==> src/rtl/sram_arbiter.sv <==
// Arbitrates one record write port and two read ports (play, visualiser) onto an async SRAM.
// Define SRAM_ARB_RR_EN to round-robin the two readers; default build is fixed priority play > vis.
module sram_arbiter #(
  parameter int unsigned ACCESS_CYCLES = 2
) (
  input  logic        i_clk,
  input  logic        i_rst,
  input  logic        i_rec_req,
  input  logic [19:0] i_rec_addr,
  input  logic [15:0] i_rec_wdata,
  output logic        o_rec_ack,
  input  logic        i_play_req,
  input  logic [19:0] i_play_addr,
  output logic        o_play_ack,
  input  logic        i_vis_req,
  input  logic [19:0] i_vis_addr,
  output logic        o_vis_ack,
  output logic [15:0] o_rdata,
  output logic [19:0] o_SRAM_ADDR,
  output logic        o_SRAM_WE_N,
  output logic        o_SRAM_OE_N,
  output logic [15:0] o_SRAM_DQ_OUT,
  output logic        o_SRAM_DQ_OE,
  input  logic [15:0] i_SRAM_DQ,
  output logic        o_busy,
  output logic [1:0]  o_grant_id
);

  typedef enum logic [1:0] {S_IDLE, S_ACCESS, S_RECOVER} state_t;
  typedef enum logic [1:0] {
    GNT_NONE = 2'd0,
    GNT_REC  = 2'd1,
    GNT_PLAY = 2'd2,
    GNT_VIS  = 2'd3
  } gnt_t;

  localparam logic [3:0] LAST_CNT = 4'(ACCESS_CYCLES - 1);

  state_t      state_q, state_d;
  logic [3:0]  cnt_q, cnt_d;
  gnt_t        gnt_q, gnt_d, win;
  logic [19:0] addr_q, addr_d, win_addr;
  logic [15:0] dq_out_q, dq_out_d;
  logic [15:0] rdata_q, rdata_d;
  logic        we_n_q, we_n_d;
  logic        oe_n_q, oe_n_d;
  logic        dq_oe_q, dq_oe_d;
  logic        busy_q, busy_d;
  logic        rec_ack_q, rec_ack_d;
  logic        play_ack_q, play_ack_d;
  logic        vis_ack_q, vis_ack_d;
`ifdef SRAM_ARB_RR_EN
  logic        ptr_q, ptr_d;  // 0: play preferred, 1: vis preferred
`endif

  // Record always wins; readers split by fixed priority or the round-robin pointer.
  always_comb begin
    win = GNT_NONE;
    if (i_rec_req) win = GNT_REC;
`ifdef SRAM_ARB_RR_EN
    else if (i_play_req && i_vis_req) win = ptr_q ? GNT_VIS : GNT_PLAY;
`endif
    else if (i_play_req) win = GNT_PLAY;
    else if (i_vis_req) win = GNT_VIS;
  end

  always_comb begin
    case (win)
      GNT_REC:  win_addr = i_rec_addr;
      GNT_PLAY: win_addr = i_play_addr;
      GNT_VIS:  win_addr = i_vis_addr;
      default:  win_addr = 20'h0;
    endcase
  end

  // NOTE: every _d gets a default before the case so no path can infer a latch.
  always_comb begin
    state_d    = state_q;
    cnt_d      = cnt_q;
    gnt_d      = gnt_q;
    addr_d     = addr_q;
    dq_out_d   = dq_out_q;
    rdata_d    = rdata_q;
    we_n_d     = 1'b1;
    oe_n_d     = 1'b1;
    dq_oe_d    = 1'b0;
    busy_d     = 1'b0;
    rec_ack_d  = 1'b0;
    play_ack_d = 1'b0;
    vis_ack_d  = 1'b0;
`ifdef SRAM_ARB_RR_EN
    ptr_d      = ptr_q;
`endif
    case (state_q)
      S_IDLE: begin
        gnt_d = GNT_NONE;
        if (win != GNT_NONE) begin
          state_d = S_ACCESS;
          gnt_d   = win;
          addr_d  = win_addr;
          cnt_d   = 4'd0;
          busy_d  = 1'b1;
          if (win == GNT_REC) begin
            dq_out_d = i_rec_wdata;
            we_n_d   = 1'b0;
            dq_oe_d  = 1'b1;
          end else begin
            oe_n_d = 1'b0;
          end
`ifdef SRAM_ARB_RR_EN
          if (win == GNT_PLAY) ptr_d = 1'b1;
          else if (win == GNT_VIS) ptr_d = 1'b0;
`endif
        end
      end
      S_ACCESS: begin
        busy_d = 1'b1;
        if (cnt_q == LAST_CNT) begin
          // Strobes drop into RECOVER; write data stays driven for hold time.
          state_d    = S_RECOVER;
          cnt_d      = 4'd0;
          dq_oe_d    = (gnt_q == GNT_REC);
          if (gnt_q != GNT_REC) rdata_d = i_SRAM_DQ;
          rec_ack_d  = (gnt_q == GNT_REC);
          play_ack_d = (gnt_q == GNT_PLAY);
          vis_ack_d  = (gnt_q == GNT_VIS);
        end else begin
          cnt_d   = cnt_q + 4'd1;
          we_n_d  = (gnt_q != GNT_REC);
          oe_n_d  = (gnt_q == GNT_REC);
          dq_oe_d = (gnt_q == GNT_REC);
        end
      end
      S_RECOVER: begin
        state_d = S_IDLE;
        gnt_d   = GNT_NONE;
        cnt_d   = 4'd0;
      end
      default: begin
        state_d = S_IDLE;
        gnt_d   = GNT_NONE;
      end
    endcase
  end

  // NOTE: state registers use non-blocking assignments so all flops update together.
  always_ff @(posedge i_clk) begin
    if (i_rst) begin
      state_q    <= S_IDLE;
      cnt_q      <= 4'd0;
      gnt_q      <= GNT_NONE;
      addr_q     <= 20'h0;
      dq_out_q   <= 16'h0;
      rdata_q    <= 16'h0;
      we_n_q     <= 1'b1;
      oe_n_q     <= 1'b1;
      dq_oe_q    <= 1'b0;
      busy_q     <= 1'b0;
      rec_ack_q  <= 1'b0;
      play_ack_q <= 1'b0;
      vis_ack_q  <= 1'b0;
`ifdef SRAM_ARB_RR_EN
      ptr_q      <= 1'b0;
`endif
    end else begin
      state_q    <= state_d;
      cnt_q      <= cnt_d;
      gnt_q      <= gnt_d;
      addr_q     <= addr_d;
      dq_out_q   <= dq_out_d;
      rdata_q    <= rdata_d;
      we_n_q     <= we_n_d;
      oe_n_q     <= oe_n_d;
      dq_oe_q    <= dq_oe_d;
      busy_q     <= busy_d;
      rec_ack_q  <= rec_ack_d;
      play_ack_q <= play_ack_d;
      vis_ack_q  <= vis_ack_d;
`ifdef SRAM_ARB_RR_EN
      ptr_q      <= ptr_d;
`endif
    end
  end

  assign o_rec_ack     = rec_ack_q;
  assign o_play_ack    = play_ack_q;
  assign o_vis_ack     = vis_ack_q;
  assign o_rdata       = rdata_q;
  assign o_SRAM_ADDR   = addr_q;
  assign o_SRAM_WE_N   = we_n_q;
  assign o_SRAM_OE_N   = oe_n_q;
  assign o_SRAM_DQ_OUT = dq_out_q;
  assign o_SRAM_DQ_OE  = dq_oe_q;
  assign o_busy        = busy_q;
  assign o_grant_id    = gnt_q;

endmodule

==> config.mk <==
export PLATFORM = sky130hd
export DESIGN_NAME = sram_arbiter
export DESIGN_NICKNAME = d
export VERILOG_FILES = /design/src/rtl/sram_arbiter.sv
export SDC_FILE = /design/constraint.sdc
export NUM_CORES = 1
export LEC_CHECK = 0
export CAP_MARGIN = 25
export CORE_MARGIN = 2
export CORE_UTILIZATION = 42
export CTS_CLUSTER_DIAMETER = 100
export DETAILED_ROUTE_END_ITERATION = 8
export PLACE_DENSITY = 0.85
export SKIP_LAST_GASP = 1
export SYNTH_ARGS = -nofsm -noshare
export SYNTH_HDL_FRONTEND = slang
export SYNTH_SLANG_ARGS = --single-unit
==> constraint.sdc <==
create_clock -name i_clk -period 4.6 [get_ports i_clk]
set_input_delay 0.46 -clock i_clk [delete_from_list [all_inputs] [get_ports i_clk]]
set_output_delay 0.46 -clock i_clk [all_outputs]
set_load 0.02 [all_outputs]
==> impl_results.md <==
- Status: finished clean
- Sw frac: 28.77%
- Gr usage total: 21.44%
- CTS tree: yes
- #FFs+latches synth: 67
- Reg clk slew, reported paths: 0.07 ns
- Vias: 3151
- Post-Route Setup TNS: 0 ns
- Final Hold Fails: 0
- Clk_lat worst skew: 0.33 ns
- Tightest Pin Transition: 0.8700 ns
- Hold_ws: 0.4532 ns
- Final Util: 68.62%
- Crit. path cell count: 4
- CORE AREA: 6794 µm²
- Clock tree buffer depth: 2
- Layout filler cell count: 581
- Post-route ant nets: 0
- CP bufs+invs: 1
- Synth warnings: 0
- Critical path origin: i_vis_req
- Global-route wire length before repair: 13100 µm
- CP max-delay cell: clkdlybuf4s50_1
- Post-CTS setup buffer count: 0
- Final setup fails: 0
- Clk pwr share: 30.1%
- Worst slew margin: 41.82%
- WL/cell: 13.25 µm
- Final critical-path required period: 2.338 ns
- Required time worst endpoint: 4.86 ns
- Register Area: 1341 µm²
- HPWL Detailed: 6112 µm
- Leading cell type in the layout, fill and taps excluded: clkdlybuf4s50_1
- Final WS setup: 2.262 ns
- Top delay family on crit path: buffers and inverters
- Initial antenna violation count: 0
- Proportion of layout cells with a drive suffix above 1: 5.283%
- Initial core utilization: 43.19%
- Sw power: 0.4160 mW
- Final setup skew: 0.01152 ns
- Sequential power share: 44.8%
- Non-filler cells, final: 626
- Final-stage net count: 624
- Grt total ovfl: 0
- Hold_buf cts: 0
- HP Start: o_SRAM_DQ_OUT[0]
- Most frequent cells in the layout: clkdlybuf4s50_1 (155), nand2_1 (108), a21oi_1 (72)
- Die Y: 87.58 µm
- Compound-cell area share of the yosys netlist: 19.83%
- Worst setup path endpoint: o_SRAM_ADDR[8]
- Total CTS buffers: 9
- Reg2reg path depth: 4
- Die Wd: 87.58 µm
- Largest family of logic cells by synthesized area: simple AND/OR/NAND/NOR gates
- Seq/Total Area, Yosys: 45.71%
- VDD IR-drop max: 0.0001681 V
- Int Power: 1.030 mW
- Post-synthesis mux area share: 0%
- Crit path kind: in2reg
- Post-synth net total: 484
- Worst setup SP type: input pin
- Num rows: 30
- Largest net degree at the start of global routing: 49
- Placed Instances: 610
- RSZ-0062 raised after global routing: no
- DRT Pass-1 Iters: 4
- Syn Inst Count: 385
- Diode count: 0
- Critical Path AT: 2.60 ns
- Post-synthesis adder-cell area fraction: 0.8529%
- H-tree depth: 3
- Number of global-route vias before repair: 2977
- Layout area overhead: 58.89%
- Avg Vias per Cell: 5.034
- # DRC: 0
- HP Class: reg2reg
- CP Cell Sequence: clkdlybuf4s50_1 -> o31a_1 -> nand3_1 -> a21oi_1
- Fin crit share: 50.82%
- CP Capture Type: flip-flop
- CTS resizes: 0
- Fmax: 427.8 MHz
- Logic pwr share: 25.1%
- Max cap viols: 0
- Distinct cells, synth: 36
- Multi-input logic area: 1429 µm²
- RR Startpoint: state_q[0]
- Initial DRC Count: 142
- Die ar.: 7670 µm²
- Reg2reg end: o_rdata[3]
- Reg2Reg Setup Slack: 2.64 ns
- Critical path's largest stage delay: 1.03 ns
- Leak: 1.687 nW
- Setup Slack @ Placement: 1.939 ns
- Clk sinks: 67
- Fin. max-slew vios: 0
- Post-Route WL: 8293 µm
- Root Driver: clkbuf_8
- Post-Synth XOR/XNOR Area: 0%
- Cell Area, Synth: 2934 µm²
- Crit Path Max Fanout: 23
- # IOs: 158
- Mapped Avg Cell Area: 7.621 µm²
- PortBufs: 157
- Simple-gate share of the synthesized area: 27.85%
- Cell Pwr Density: 310.1 nW/µm²
- Gpl congestion: 0.7565
## cell usage after synthesis
cell type	n	area, µm²
nand2_1	108	405.4
nor3_1	2	10.01
nor2b_1	3	18.77
a211oi_1	2	15.01
nor3b_2	1	12.51
o21ai_1	8	40.04
or3_1	1	6.260
a21oi_1	72	360.4
nand4b_1	1	8.760
or4_4	1	11.26
a221o_1	3	30.03
nor4_1	1	6.260
nor2_1	6	22.52
nand2b_1	25	156.4
dfxtp_1	67	1341
buf_2	12	60.06
o31a_1	1	8.760
and3_1	2	12.51
nor3b_1	2	15.01
nor2_2	1	6.260
a21oi_2	1	8.760
a2111oi_0	1	8.760
a211oi_2	1	12.51
nand3_1	20	100.1
ha_1	2	25.02
and2_1	1	6.260
inv_1	2	7.510
buf_4	4	30.03
o31ai_2	1	12.51
nand3_2	1	10.01
o31ai_1	1	7.510
buf_6	2	22.52
and3b_1	1	8.760
o21ai_0	14	70.07
clkbuf_1	13	48.80
o211ai_1	1	7.510
## cell type report
class | count | area share, %
Clock buffer | 12 | 3.328
Clock inverter | 4 | 0.5368
Inverter | 2 | 0.1610
Multi-Input combinational cell | 285 | 30.65
Sequential cell | 67 | 28.77
Tap cell | 96 | 2.576
Timing Repair Buffer | 160 | 33.98
## tightest hold or removal path, delay by kind of cell, from the launching register on
kind            cells  cell delay, ns
compound gates      1            0.05
flops               1            0.31
simple gates        1            0.05
## power groups by stage
stage                     combinational, mW  sequential (mW)  clock (mW)
after global routing                  0.395            0.653       0.470
after floorplan                       0.141            0.702           0
after detailed placement              0.365            0.661           0
final                                 0.363            0.648       0.435
after CTS                             0.366            0.648       0.448
after global placement                0.358            0.659           0
## routing by layer
metal / routed length (µm) / vias to the layer above / global-route usage [%]
li1: - / 1571 / -
met1: 3279 / 1443 / 23.97
met2: 4137 / 127 / 38.29
met3: 743 / 10 / 6.409
met4: 131 / 0 / 8.112
met5: 0 / - / 0
## state kept, by name, indices dropped and copies added, names as in the netlist, 2 cells and up
signal	count
o_SRAM_ADDR	20
o_rdata	16
o_SRAM_DQ_OUT	16
o_grant_id	2
state_q	2
cnt_q	4
## metrics by stage
step	instance area, µm²	total power, mW
3_5_place_dp	4482	1.025
2_1_floorplan	2934	0.8434
5_1_grt	4662	1.518
3_3_place_gp	4482	1.016
4_1_cts	4662	1.462
6_report	4662	1.446
## how the worst min path moves through the flow
stage | end | cells past startpoint
2_1_floorplan | cnt_q[1] | 2
3_3_place_gp | o_SRAM_ADDR[4] | 2
3_5_place_dp | o_SRAM_DQ_OUT[0] | 2
4_1_cts | o_SRAM_DQ_OUT[0] | 2
5_1_grt | o_rdata[15] | 2
6_report | o_SRAM_DQ_OUT[0] | 2
## logic make-up after synthesis
logic type,Yosys count
simple gates,177
compound gates,106
flops,67
buf+inv,33
fa+ha+maj,2
Power figures use the tool's default switching activity.
